**config.mk**
```make
export PLATFORM = sky130hd
export DESIGN_NAME = ps2_lcd_stream
export DESIGN_NICKNAME = d
export VERILOG_FILES = /design/src/rtl/ps2_lcd_stream_pkg.sv /design/src/rtl/ps2_lcd_stream_lut.sv /design/src/rtl/ps2_lcd_stream.sv
export SDC_FILE = /design/constraint.sdc
export NUM_CORES = 1
export LEC_CHECK = 0
export BUFFER_PORTS_ARGS = -buffer_cell sky130_fd_sc_hd__clkbuf_2
export CAP_MARGIN = 20
export CORE_ASPECT_RATIO = 1.1
export CORE_MARGIN = 5
export CORE_UTILIZATION = 56
export DETAILED_ROUTE_END_ITERATION = 8
export GPL_TIMING_DRIVEN = 0
export MAX_ROUTING_LAYER = met4
export PLACE_DENSITY_LB_ADDON = 0.15
export SKIP_CTS_REPAIR_TIMING = 1
export SYNTH_ARGS = -nofsm -noshare
export SYNTH_HDL_FRONTEND = slang
export SYNTH_SLANG_ARGS = --single-unit
```
**constraint.sdc**
```tcl
create_clock -name clk -period 4 [get_ports clk]
set_input_delay 0.8 -clock clk [delete_from_list [all_inputs] [get_ports clk]]
set_output_delay 0.8 -clock clk [all_outputs]
set_load 0.01 [all_outputs]
```
**src/rtl/ps2_lcd_stream_pkg.sv**
```systemverilog
// ps2_pkg: scan-code and LCD constants plus FSM state type shared by the PS/2-to-LCD stream slice.
package ps2_pkg;
    localparam logic [7:0] SC_BREAK  = 8'hF0;
    localparam logic [7:0] SC_EXT    = 8'hE0;
    localparam logic [7:0] SC_LSHIFT = 8'h12;
    localparam logic [7:0] SC_RSHIFT = 8'h59;
    localparam logic [7:0] SC_CAPS   = 8'h58;
    localparam logic [8:0] LCD_NEWLINE = 9'h0C0;
    localparam logic [8:0] LCD_BKSP    = 9'h108;
    localparam logic [8:0] LCD_CUR_L   = 9'h010;
    localparam logic [8:0] LCD_CUR_R   = 9'h014;

    typedef enum logic [1:0] {IDLE, BRK, EXT, EXT_BRK} ps2_state_t;

    // Keyboard housekeeping bytes (ack, BAT, echo, resend, errors) never carry key data.
    function automatic logic is_ignored(input logic [7:0] b);
        return b == 8'h00 || b == 8'hAA || b == 8'hEE || b == 8'hFA || b == 8'hFE || b == 8'hFF;
    endfunction
endpackage

```
**src/rtl/ps2_lcd_stream_lut.sv**
```systemverilog
// ps2_lcd_lut: combinational map from a non-extended set-2 make code to a 9-bit LCD code.
module ps2_lcd_lut
    import ps2_pkg::*;
(
    input  logic [7:0] scan_code_i,
    input  logic       letter_upper_i,
    input  logic       symbol_upper_i,
    output logic [8:0] lcd_code_o,
    output logic       mapped_o
);
    logic [4:0]  idx;
    logic [15:0] sym;
    logic [8:0]  cmd;

    always_comb begin
        idx = '0;
        sym = '0;
        cmd = '0;
        case (scan_code_i)
            8'h1C: idx = 5'd1;   8'h32: idx = 5'd2;   8'h21: idx = 5'd3;   8'h23: idx = 5'd4;
            8'h24: idx = 5'd5;   8'h2B: idx = 5'd6;   8'h34: idx = 5'd7;   8'h33: idx = 5'd8;
            8'h43: idx = 5'd9;   8'h3B: idx = 5'd10;  8'h42: idx = 5'd11;  8'h4B: idx = 5'd12;
            8'h3A: idx = 5'd13;  8'h31: idx = 5'd14;  8'h44: idx = 5'd15;  8'h4D: idx = 5'd16;
            8'h15: idx = 5'd17;  8'h2D: idx = 5'd18;  8'h1B: idx = 5'd19;  8'h2C: idx = 5'd20;
            8'h3C: idx = 5'd21;  8'h2A: idx = 5'd22;  8'h1D: idx = 5'd23;  8'h22: idx = 5'd24;
            8'h35: idx = 5'd25;  8'h1A: idx = 5'd26;
            8'h16: sym = "1!";   8'h1E: sym = "2@";   8'h26: sym = "3#";   8'h25: sym = "4$";
            8'h2E: sym = "5%";   8'h36: sym = "6^";   8'h3D: sym = "7&";   8'h3E: sym = "8*";
            8'h46: sym = "9(";   8'h45: sym = "0)";   8'h29: sym = "  ";   8'h4E: sym = "-_";
            8'h55: sym = "=+";   8'h41: sym = ",<";   8'h49: sym = ".>";   8'h4A: sym = "/?";
            8'h4C: sym = ";:";   8'h52: sym = "'\"";  8'h54: sym = "[{";   8'h5B: sym = "]}";
            8'h5D: sym = "\\|";  8'h0E: sym = "`~";
            8'h5A: cmd = LCD_NEWLINE;
            8'h66: cmd = LCD_BKSP;
            default: ;
        endcase
    end

    // Lowercase letters use their alphabet index; uppercase are RS=1 ASCII.
    assign lcd_code_o = idx != '0 ? (letter_upper_i ? {1'b1, 8'h40 | {3'b0, idx}} : {4'b0, idx}) :
                        sym != '0 ? {1'b1, symbol_upper_i ? sym[7:0] : sym[15:8]} : cmd;
    assign mapped_o = idx != '0 || sym != '0 || cmd != '0;
endmodule

```
**src/rtl/ps2_lcd_stream.sv**
```systemverilog
// ps2_lcd_stream: PS/2 set-2 byte stream to LCD code FIFO with shift/caps tracking and repeat suppression.
module ps2_lcd_stream
    import ps2_pkg::*;
#(
    parameter int FIFO_DEPTH      = 8,
    parameter int REPEAT_SUPPRESS = 1,
    parameter int CAPS_ENABLE     = 1
) (
    input  logic       clk,
    input  logic       rst,
    input  logic       scan_valid_i,
    input  logic [7:0] scan_code_i,
    input  logic       lcd_ready_i,
    output logic       lcd_valid_o,
    output logic [8:0] lcd_code_o,
    output logic       caps_lock_o,
    output logic       shift_held_o,
    output logic       overflow_o,
    input  logic       overflow_clr_i
);
    localparam int PW = $clog2(FIFO_DEPTH);
    localparam int CW = $clog2(FIFO_DEPTH + 1);

    ps2_state_t    state_q, state_d;
    logic          caps_q, caps_held_q, lsh_q, rsh_q, ovf_q, ovf_d;
    logic [7:0]    last_q;
    logic [8:0]    mem_q [FIFO_DEPTH];
    logic [PW-1:0] wr_q, rd_q;
    logic [CW-1:0] cnt_q;
    logic [8:0]    lut_code, ext_code, push_code;
    logic          lut_mapped, take, pfx, mk, ext_mk, brk, is_shift, is_caps;
    logic          push_req, push, pop, full;

    ps2_lcd_lut u_lut (
        .scan_code_i   (scan_code_i),
        .letter_upper_i(shift_held_o ^ caps_q),
        .symbol_upper_i(shift_held_o),
        .lcd_code_o    (lut_code),
        .mapped_o      (lut_mapped)
    );

    always_comb begin
        take     = scan_valid_i && !is_ignored(scan_code_i);
        pfx      = scan_code_i == SC_BREAK || scan_code_i == SC_EXT;
        mk       = take && !pfx && state_q == IDLE;
        ext_mk   = take && !pfx && state_q == EXT;
        brk      = take && !pfx && state_q == BRK;
        is_shift = scan_code_i == SC_LSHIFT || scan_code_i == SC_RSHIFT;
        is_caps  = CAPS_ENABLE != 0 && scan_code_i == SC_CAPS;
        ext_code = scan_code_i == 8'h5A ? LCD_NEWLINE : scan_code_i == 8'h6B ? LCD_CUR_L :
                   scan_code_i == 8'h74 ? LCD_CUR_R : scan_code_i == 8'h71 ? LCD_BKSP : '0;
        push_req = (mk && !is_shift && scan_code_i != SC_CAPS && lut_mapped &&
                    !(REPEAT_SUPPRESS != 0 && scan_code_i == last_q)) || (ext_mk && ext_code != '0);
        push_code = ext_mk ? ext_code : lut_code;
        full     = cnt_q == CW'(FIFO_DEPTH);
        pop      = lcd_valid_o && lcd_ready_i;
        push     = push_req && (!full || pop);
        ovf_d    = (push_req && !push) ? 1'b1 : overflow_clr_i ? 1'b0 : ovf_q;
        state_d  = !take ? state_q :
                   state_q == IDLE ? (scan_code_i == SC_BREAK ? BRK : scan_code_i == SC_EXT ? EXT : IDLE) :
                   state_q == BRK  ? (scan_code_i == SC_BREAK ? BRK : scan_code_i == SC_EXT ? EXT_BRK : IDLE) :
                   state_q == EXT  ? (scan_code_i == SC_BREAK ? EXT_BRK : scan_code_i == SC_EXT ? EXT : IDLE) :
                   (scan_code_i == SC_BREAK ? EXT_BRK : IDLE);
    end

    always_ff @(posedge clk) begin
        if (rst) begin
            state_q     <= IDLE;
            caps_q      <= 1'b0;
            caps_held_q <= 1'b0;
            lsh_q       <= 1'b0;
            rsh_q       <= 1'b0;
            ovf_q       <= 1'b0;
            last_q      <= 8'h00;
            wr_q        <= '0;
            rd_q        <= '0;
            cnt_q       <= '0;
        end else begin
            state_q <= state_d;
            ovf_q   <= ovf_d;
            if (mk) begin
                if (scan_code_i == SC_LSHIFT) lsh_q <= 1'b1;
                if (scan_code_i == SC_RSHIFT) rsh_q <= 1'b1;
                if (is_caps) begin
                    caps_held_q <= 1'b1;
                    if (!caps_held_q) caps_q <= ~caps_q;
                end
                if (!is_shift && scan_code_i != SC_CAPS) last_q <= scan_code_i;
            end
            if (brk) begin
                if (scan_code_i == SC_LSHIFT) lsh_q <= 1'b0;
                if (scan_code_i == SC_RSHIFT) rsh_q <= 1'b0;
                if (scan_code_i == SC_CAPS) caps_held_q <= 1'b0;
                if (scan_code_i == last_q) last_q <= 8'h00;
            end
            if (push) begin
                mem_q[wr_q] <= push_code;
                wr_q        <= wr_q + 1'b1;
            end
            if (pop) rd_q <= rd_q + 1'b1;
            cnt_q <= cnt_q + CW'(push) - CW'(pop);
        end
    end

    assign lcd_valid_o  = cnt_q != '0;
    assign lcd_code_o   = lcd_valid_o ? mem_q[rd_q] : '0;
    assign caps_lock_o  = caps_q;
    assign shift_held_o = lsh_q | rsh_q;
    assign overflow_o   = ovf_q;
endmodule
```
==> results of run 1 <==
flip-flops by register name (all words and copies together) (netlist names), named ones only:
name,cells
state_q,2
rd_q,3
mem_q,72
lsh_q,1
caps_held_q,1
wr_q,3
last_q,8
rsh_q,1
caps_lock_o,1
cnt_q,4
overflow_o,1
report_power, final:
part	internal, W	switching [W]	leakage (nW)
clock network	0.000452	0.000395	0.147
logic	0.000367	0.000476	1.20
registers	0.00116	0.0000275	0.883
final cells by class:
class                      count  area [um2]
sequential                   100        2720
fill                         825        3820
clock inverter                 6        55.1
timing repair buffer          25         130
tap                          143         179
inverter                      18        67.6
buffer                        40         211
clock buffer                  10         239
multi-input combinational    381        2870
path summary, 6_finish.rpt:
check                           cells past startpoint              endpoint  slack, ns
worst max-delay path                               15   cnt_q[2]$_SDFF_PP0_       0.05
worst min-delay path                                2  rd_q[1]$_SDFFE_PP0P_       0.49
worst max register to register                      9   cnt_q[2]$_SDFF_PP0_       1.31
worst min register to register                      2  rd_q[1]$_SDFFE_PP0P_       0.49
cells in the final DEF, fill, tap and decap left out, types with 4 or more instances in the layout:
| master | n |
|---|---|
| dfxtp_1 | 28 |
| and3_1 | 4 |
| nor4_1 | 7 |
| mux4_2 | 18 |
| nand2b_1 | 9 |
| and4_1 | 4 |
| or3_1 | 4 |
| clkbuf_2 | 24 |
| xnor2_1 | 14 |
| inv_1 | 17 |
| buf_4 | 6 |
| edfxtp_1 | 72 |
| nor2b_1 | 14 |
| buf_6 | 4 |
| nand3_1 | 25 |
| nor3b_1 | 4 |
| nor2_1 | 50 |
| nand2_1 | 36 |
| nand4_1 | 8 |
| nor4b_2 | 5 |
| a31oi_1 | 9 |
| clkbuf_1 | 16 |
| o22ai_1 | 11 |
| nor3_1 | 9 |
| a211oi_1 | 6 |
| a21oi_1 | 24 |
| ha_1 | 7 |
| clkbuf_16 | 9 |
| o31ai_1 | 4 |
| mux2i_1 | 23 |
| o21ai_0 | 13 |
| buf_2 | 12 |
per-layer routing:
layer  wire, um  GRT usage, %
met1       6450          33.3
met2       7960          42.8
met3        912          4.01
met4        711          11.2
met5          0             -
metrics by stage:
step	utilization [%]	instances
floorplan	-	539
global placement	59.8	704
detailed placement	60.0	707
CTS	62.9	723
global route	62.9	723
finish	62.9	723
cell families after synthesis:
kind of cell	synth area share (%)
AND/OR/NAND/NOR	19.7
multiplexers	11.2
flip-flops	46.4
adder cells (fa/ha/maj)	1.83
XOR/XNOR	3.01
buffers and inverters	4.71
AO/OA/AOI/OAI	13.1
worst max-delay path, cell delays in order:
cell	delay, ns
clkbuf_2	0.09
buf_2	0.17
nor3b_1	0.59
nor4b_1	0.66
or3_1	0.21
buf_2	0.19
nor4_4	0.09
o41ai_4	0.10
a21oi_2	0.12
buf_6	0.15
a21bo_1	0.19
ha_1	0.20
fa_1	0.38
xnor2_1	0.16
nor2_1	0.05
==> flow_summary.yaml, run 1 <==
global_routing:
  grt.overflow.total: 0
  grt_max_degree: 19
  grt_pass1_vias: 4533
  grt_pass1_wl_mm: 25.3
  antenna_found_initial: 0
  grt_util_all_layers_pct: 26.5
synth:
  synth.distinct_cells: 80
  async_flop_share_pct: 0
  ys_seq_area_share_pct: 46.4
  synth-edff-count: 72
  synthFlopType: "edfxtp_1"
  synthTopCellsByCount: "72 x edfxtp_1, 50 x nor2_1, 36 x nand2_1, 28 x dfxtp_1, 25 x nand3_1"
  synth_top_area_cell: "edfxtp_1"
  synthesis.nets: 560
  ys_ff_latch: 100
  synth_warnings: 0
  synth_cells: 539
  syn_area_mm2: 0.00586
  avgSynthCellArea_um2: 10.9
  ys_top_cells_by_area: "edfxtp_1 37%, dfxtp_1 9.6%, mux4_2 6.9%"
  yosysMostFrequentCell: "edfxtp_1"
  synth_top_cell_area_share_pct: 36.9
sta:
  finalSetupTns_ns: 0
  fin_skew_ns: 0.0137
  setup_viol: 0
  finalHoldViolations: 0
  worst_slew_pin_slew_ns: 1.15
  slew_viol_final: 0
  rsz0062_at_grt: "false"
  finalWorstSetupSlack_ns: 0.0543
  min_period_ns: 3.95
  hold_slack_ns: 0.487
  min_period_over_period_pct: 98.6
  relSlewSlack_pct: 23.0
  max_freq_mhz: 253
floorplanning:
  die_area_mm2: 0.0126
  ios: 26
  rows: 39
  core_mm2: 0.0103
  die_height_um: 117
  die-width_um: 108
  initial_core_util_pct: 57.0
clocking:
  clock_latency_ns: 0.34
  cts_tree: "done"
  clk_pin_slew_ns: 0.08
  clockBufferDepth: 2
  clkSinkCount: 100
  cts_made_buffers: 9
  cts-htree-levels: 3
  root_buffer: "clkbuf_16"
final_layout:
  antennaDiodeCount: 0
  design_area_mm2: 0.00648
  drive_above_1_share_pct: 17.2
  layout.nets: 596
  area_growth_pct: 10.4
worst_setup_path:
  critPathLaunchType: "primary input"
  cp-startpoint: "scan_code_i[4]"
  crit_fanout: 10
  worst_r2r_startpoint: "state_q[0]$_SDFFE_PP0P_"
  crit_path_end_kind: "flop"
  worstPathArrival_ns: 4.16
  setup.worst_path.class: "primary input to flop"
  required_ns: 4.21
placement:
  io_buffers: 22
  placed_area_mm2: 0.00618
  dp_slack_ns: -0.181
  routabilityCongestion: 1.00
  hpwlAfterDp_mm: 11.8
power:
  power_w: 0.00287
  leakagePower_nw: 2.23
  power.density_mw_per_mm2: 444
  peakVddDrop_v: 0.000257
drt:
  num_vias: 4674
  via_per_inst: 6.46
  drt-initial-drc-count: 534
  drcViolationCount: 0
  wire_per_inst_um: 22.2
  firstDrtPassIters: 5
  final_antenna_net_count: 0
  finalWirelength_mm: 16.0
outcome:
  status: "finished clean"
run:
  drv_cap: 0
hold_path:
  worstHoldStart: "rd_q[1]$_SDFFE_PP0P_"
  hold_class: "flop to flop"
Note: power is estimated with default switching activity, not from simulation.
==> inputs of run 2 (changes only) <==
--- a/config.mk
+++ b/config.mk
@@ -8,8 +8,7 @@
 export BUFFER_PORTS_ARGS = -buffer_cell sky130_fd_sc_hd__clkbuf_2
 export CAP_MARGIN = 20
 export CORE_ASPECT_RATIO = 1.1
-export CORE_MARGIN = 5
-export CORE_UTILIZATION = 56
+export CORE_UTILIZATION = 40
 export DETAILED_ROUTE_END_ITERATION = 8
 export GPL_TIMING_DRIVEN = 0
 export MAX_ROUTING_LAYER = met4
==> run 2 against run 1 <==
Effect of this change: register-to-register slack worse by 0.02 ns; largest cell class unchanged; clock power fell by 2%; sequential share of layout area shrank 0.37 points; flip-flop and latch count unchanged; die area rose by 20%; routed wire length rose by 3.4%; fmax up 2.0%.
==> flow_summary.yaml, run 2 (synthesis gave the netlist of run 1 again) <==
outcome:
  status: "finished clean"
floorplanning:
  ios: 26
  initial_core_util_pct: 40.8
  die_area_mm2: 0.0151
  rows: 46
  die_height_um: 129
  die-width_um: 117
  core_mm2: 0.0144
drt:
  drcViolationCount: 0
  via_per_inst: 6.06
  finalWirelength_mm: 16.6
  drt-initial-drc-count: 539
  wire_per_inst_um: 21.5
  final_antenna_net_count: 0
  num_vias: 4681
  firstDrtPassIters: 5
final_layout:
  area_growth_pct: 11.4
  fill_cells: 1393
  layout.nets: 596
  layout_common_cells: "72 x edfxtp_1, 50 x nor2_1, 36 x nand2_1"
  top_register: "mem_q"
  antennaDiodeCount: 0
  drive_above_1_share_pct: 17.8
  reg_top3: "mem_q: 72 flops, last_q: 8 flops, cnt_q: 4 flops"
  final_cells: 772
  design_area_mm2: 0.00653
  largest_register_ffs: 72
  final_common_cell: "edfxtp_1"
placement:
  place_inst: 756
  hpwlAfterDp_mm: 12.2
  placed_area_mm2: 0.00624
  io_buffers: 22
  routabilityCongestion: 0.968
power:
  p_sw_share_pct: 31.6
  power.density_mw_per_mm2: 437
  power_frac_comb_pct: 29.3
  leakagePower_nw: 2.23
  intPower_w: 0.00195
  peakVddDrop_v: 0.000176
  power.share.sequential_pct: 41.5
  clkPwrFrac_pct: 29.2
  power.switching_w: 0.000902
sta:
  finalHoldViolations: 0
  min_period_ns: 3.87
  worst_slew_pin_slew_ns: 0.935
  min_period_over_period_pct: 96.7
  fin_skew_ns: 0.00789
  hold_slack_ns: 0.495
  max_freq_mhz: 259
  slew_viol_final: 0
  setup_viol: 0
  relSlewSlack_pct: 37.2
worst_setup_path:
  crit_fanout: 10
  reg2reg_depth: 11
  setup.worst_path.class: "primary input to flop"
  required_ns: 4.22
  worst_path_max_delay_cell: "nor3_1"
  path_common_cell: "nand4_1"
  worst_r2r_startpoint: "cnt_q[2]$_SDFF_PP0_"
  worstPathArrival_ns: 4.09
  path_cells: "clkbuf_2, buf_2, inv_1, and4_1, nor3_1, nand4_1, nand4_1, a21bo_1, ha_1, fa_1, xnor2_1, nor2_1"
  rrSetupSlack_ns: 1.29
  critPathLaunchType: "primary input"
  critical-path-max-stage-delay_ns: 0.77
  r2r_end: "cnt_q[2]$_SDFF_PP0_"
  crit_path_end_kind: "flop"
global_routing:
  antenna_found_initial: 0
  grt_pass1_vias: 4635
  grt_util_all_layers_pct: 23.7
  grt.overflow.total: 0
  grt_pass1_wl_mm: 26.2
  grt_max_degree: 19
hold_path:
  hold_class: "flop to flop"
  worstHoldStart: "rd_q[1]$_SDFFE_PP0P_"
  min_path_cells: 2
clocking:
  cts_tree: "done"
  clockBufferDepth: 2
  clkSinkCount: 100
  cts-htree-levels: 3
  clk_pin_slew_ns: 0.07
  cts_made_buffers: 9
  clock_latency_ns: 0.35
  root_buffer: "clkbuf_16"
run:
  drv_cap: 0
## run 2: power by group through the flow
stage,registers (W),clock network (W),logic (W)
final,0.00118,0.000833,0.000837
after global routing,0.00119,0.000886,0.000926
after CTS,0.00118,0.000854,0.000845
after detailed placement,0.00121,0,0.000841
after global placement,0.00121,0,0.000832
after floorplan,0.00120,0,0.000604
## run 2: metal layers
layer	track usage (%)	share of wire (%)	up-vias
met1	28.2	41	2277
met3	3.32	5.9	49
met5	-	0	-
met4	14.6	4.5	0
met2	38.4	48	211
li1	-	-	2144
## run 2: final cells by class
type                            instances  area [um2]  share of cell area, %
Inverter                               18        71.3                   1.09
Timing Repair Buffer                   25         128                   1.95
Clock buffer                            9         225                   3.45
Buffer                                 40         213                   3.26
Clock inverter                          7        57.6                  0.881
Sequential cell                       100        2720                   41.7
Tap cell                              192         240                   3.68
Multi-Input combinational cell        381        2880                   44.0
## run 2: worst max-delay path by stage
stage	end	slack, ns	startpoint
global route	cnt_q[2]$_SDFF_PP0_	-0.003	scan_code_i[2]
detailed placement	mem_q[2][3]$_DFFE_PP_	-0.23	scan_code_i[6]
floorplan	mem_q[2][0]$_DFFE_PP_	0.05	scan_code_i[7]
global placement	mem_q[2][7]$_DFFE_PP_	-1.64	scan_code_i[6]
CTS	lcd_code_o[2]	0.08	flop
finish	cnt_q[2]$_SDFF_PP0_	0.13	scan_code_i[4]
## run 2: worst max-delay path, delay by kind of cell
family          cells  cell delay, ns
simple gates        5            1.82
fa+ha+maj           2            0.59
buf+inv             3            0.47
compound gates      1            0.23
xor+xnor            1            0.16
## run 2: through the flow
step                power (W)  worst slack (ns)  setup TNS (ns)  utilization, %
floorplan             0.00180            0.0482               0               -
global placement      0.00204             -1.64          -26.84            43.2
detailed placement    0.00205            -0.227           -6.04            43.4
CTS                   0.00288            0.0792               0            45.3
global route          0.00300          -0.00316        -0.00316            45.4
finish                0.00285             0.133               0            45.4
==> inputs of run 3 (changes only) <==
--- a/config.mk
+++ b/config.mk
@@ -5,6 +5,7 @@
 export SDC_FILE = /design/constraint.sdc
 export NUM_CORES = 1
 export LEC_CHECK = 0
+export ABC_AREA = 1
 export BUFFER_PORTS_ARGS = -buffer_cell sky130_fd_sc_hd__clkbuf_2
 export CAP_MARGIN = 20
 export CORE_ASPECT_RATIO = 1.1
==> constraint.sdc (replaced) <==
create_clock -name clk -period 3.6 [get_ports clk]
set_input_delay 0.72 -clock clk [delete_from_list [all_inputs] [get_ports clk]]
set_output_delay 0.72 -clock clk [all_outputs]
set_load 0.01 [all_outputs]
==> run 3 against run 2 <==
Effect of this change: cell count rose by 16%; global-route usage decreased by 0.97 points; setup slack improved by 0.21 ns; synthesized cell count up 25%.
==> flow_summary.yaml, run 3 <==
placement:
  hpwlAfterDp_mm: 10.7
  routabilityCongestion: 0.908
  io_buffers: 19
  placed_area_mm2: 0.00588
  dp_slack_ns: -0.176
worst_setup_path:
  worst_r2r_startpoint: "state_q[1]$_SDFFE_PP0P_"
  crit_fanout: 10
  setup.worst_path.class: "flop to output pin"
  critical-path-max-stage-delay_ns: 0.45
  cp_num_buf_inv: 4
  worst_path_max_delay_cell: "clkbuf_1"
  worstPathArrival_ns: 2.54
  required_ns: 2.88
  crit_path_end_kind: "output pin"
  path_common_cell: "clkbuf_1"
  path_cells: "clkbuf_1, inv_1, clkbuf_1, nor2_1, o22ai_1, o21ai_0, a31oi_1, clkbuf_2"
  critPathTopFamily: "buffers and inverters"
  critPathLaunchType: "flop"
drt:
  drcViolationCount: 0
  finalWirelength_mm: 14.5
  wire_per_inst_um: 16.2
  drt-initial-drc-count: 430
  firstDrtPassIters: 5
  via_per_inst: 5.26
  num_vias: 4708
  final_antenna_net_count: 0
floorplanning:
  die_height_um: 126
  rows: 44
  core_mm2: 0.0134
  die-width_um: 114
  ios: 26
  die_area_mm2: 0.0144
  initial_core_util_pct: 41.5
final_layout:
  final_common_cell: "nor2_1"
  top_register: "mem_q"
  fill_cells: 1364
  layout.nets: 727
  antennaDiodeCount: 0
  design_area_mm2: 0.00619
  regArea_mm2: 0.00272
  multi_input_area_mm2: 0.00249
  final_core_util_pct: 46.3
  layout_common_cells: "141 x nor2_1, 111 x nand2_1, 72 x edfxtp_1"
  area_growth_pct: 11.5
  drive_above_1_share_pct: 14.1
  largest_register_ffs: 72
  reg_top3: "mem_q: 72 flops, last_q: 8 flops, cnt_q: 4 flops"
synth:
  synthTopCellsByCount: "149 x nor2_1, 111 x nand2_1, 72 x edfxtp_1, 64 x o21ai_0, 54 x inv_1"
  yosysMostFrequentCell: "nor2_1"
  synthesis.nets: 695
  syn_area_mm2: 0.00555
  synth_compound_area_share_pct: 12.0
  synth-edff-count: 72
  avgSynthCellArea_um2: 8.24
  synthFlopType: "edfxtp_1"
  ys_seq_area_share_pct: 49.0
  synth_top_cell_area_share_pct: 38.9
  ys_top_cells_by_area: "edfxtp_1 39%, dfxtp_1 10%, nor2_1 10%"
  synth_top_family_by_area: "simple AND/OR/NAND/NOR gates"
  synth_top_area_cell: "edfxtp_1"
  synth_fa_ha_area_share_pct: 1.94
  synthSimpleGateAreaFrac_pct: 29.7
  ys_ff_latch: 100
  synth.distinct_cells: 45
  synth_cells: 674
  synthMuxAreaShare_pct: 0
  async_flop_share_pct: 0
  yosys.area_share.xor_xnor_pct: 0.947
  synth_warnings: 0
sta:
  max_freq_mhz: 307
  min_period_ns: 3.26
  finalHoldViolations: 0
  slew_viol_final: 0
  fin_skew_ns: 0.00691
  finalSetupTns_ns: 0
  setup_viol: 0
  relSlewSlack_pct: 38.8
  worst_slew_pin_slew_ns: 0.913
  rsz0062_at_grt: "false"
  finalWorstSetupSlack_ns: 0.344
  min_period_over_period_pct: 90.4
clocking:
  clk_pin_slew_ns: 0.07
  clkSinkCount: 100
  cts_made_buffers: 9
  clock_latency_ns: 0.35
  cts_tree: "done"
  root_buffer: "clkbuf_16"
  clockBufferDepth: 2
  cts-htree-levels: 3
power:
  leakagePower_nw: 2.55
  power_w: 0.00322
  power.density_mw_per_mm2: 519
  peakVddDrop_v: 0.000351
global_routing:
  antenna_found_initial: 0
  grt.overflow.total: 0
  grt_max_degree: 18
  grt_util_all_layers_pct: 22.8
  grt_pass1_vias: 4669
  grt_pass1_wl_mm: 24.0
outcome:
  status: "finished clean"
hold_path:
  worstHoldStart: "rd_q[2]$_SDFFE_PP0P_"
  hold_class: "flop to flop"
run:
  drv_cap: 0
[run 3: changes by cell type after synthesis, sizes merged, moves of 9 or more]
cell    previous run  this run
buf               23         7
xnor2             14         5
mux4              18         0
nand2             36       126
inv               17        62
nand2b             9         0
nor2              50       168
mux2i             23         0
o21ai             13        65
nor2b             14         0
[run 3: worst paths after layout]
path	end	slack [ns]	depth (start not counted)
max	lcd_code_o[4]	0.34	8
min	flop	0.46	2
max reg2reg	cnt_q[2]$_SDFF_PP0_	1.33	10
min reg2reg	flop	0.46	2
[run 3: power breakdown]
group          internal [W]  switching (W)  total (W)
clock network      0.000495       0.000437   0.000932
logic              0.000323       0.000646   0.000970
registers           0.00129      0.0000274    0.00131
[run 3: per-stage QoR]
stage	instances	hold slack, ns
after floorplan	674	0.433
after global placement	877	0.452
after detailed placement	877	0.455
after CTS	893	0.468
after global routing	895	0.487
final	895	0.462
[run 3: final cells by class]
class                           instances  share of cell area (%)
Multi-Input combinational cell        489                    40.3
Clock buffer                           11                    3.92
Inverter                               64                    4.00
Buffer                                 21                    1.74
Clock inverter                          5                   0.687
Sequential cell                       100                    44.0
Timing Repair Buffer                   21                    1.70
Tap cell                              184                    3.72
[run 3: cell families after synthesis]
family,after synthesis
DFF,100
adders and majority gates,8
AOI/OAI and AO/OA,118
buffers and inverters,85
xor gates and xnor gates,6
and+or+nand+nor,357
[run 3: per-layer routing]
layer  up-vias  GRT usage [%]  routed length, um
met4         0           8.48                259
li1       2345              -                  -
met2       131           34.7               6680
met5         -              -                  0
met3        21           3.20                664
met1      2211           30.7               6920
[run 3: worst register-to-register path: stages (launching register included)]
cell     delay (ns)
dfxtp_1        0.34
nor2_1         0.25
nand4_2        0.28
nor2_2         0.17
nand2_2        0.10
nand3_1        0.15
nand2_1        0.08
ha_1           0.21
fa_1           0.39
xnor2_1        0.15
nor2_1         0.05
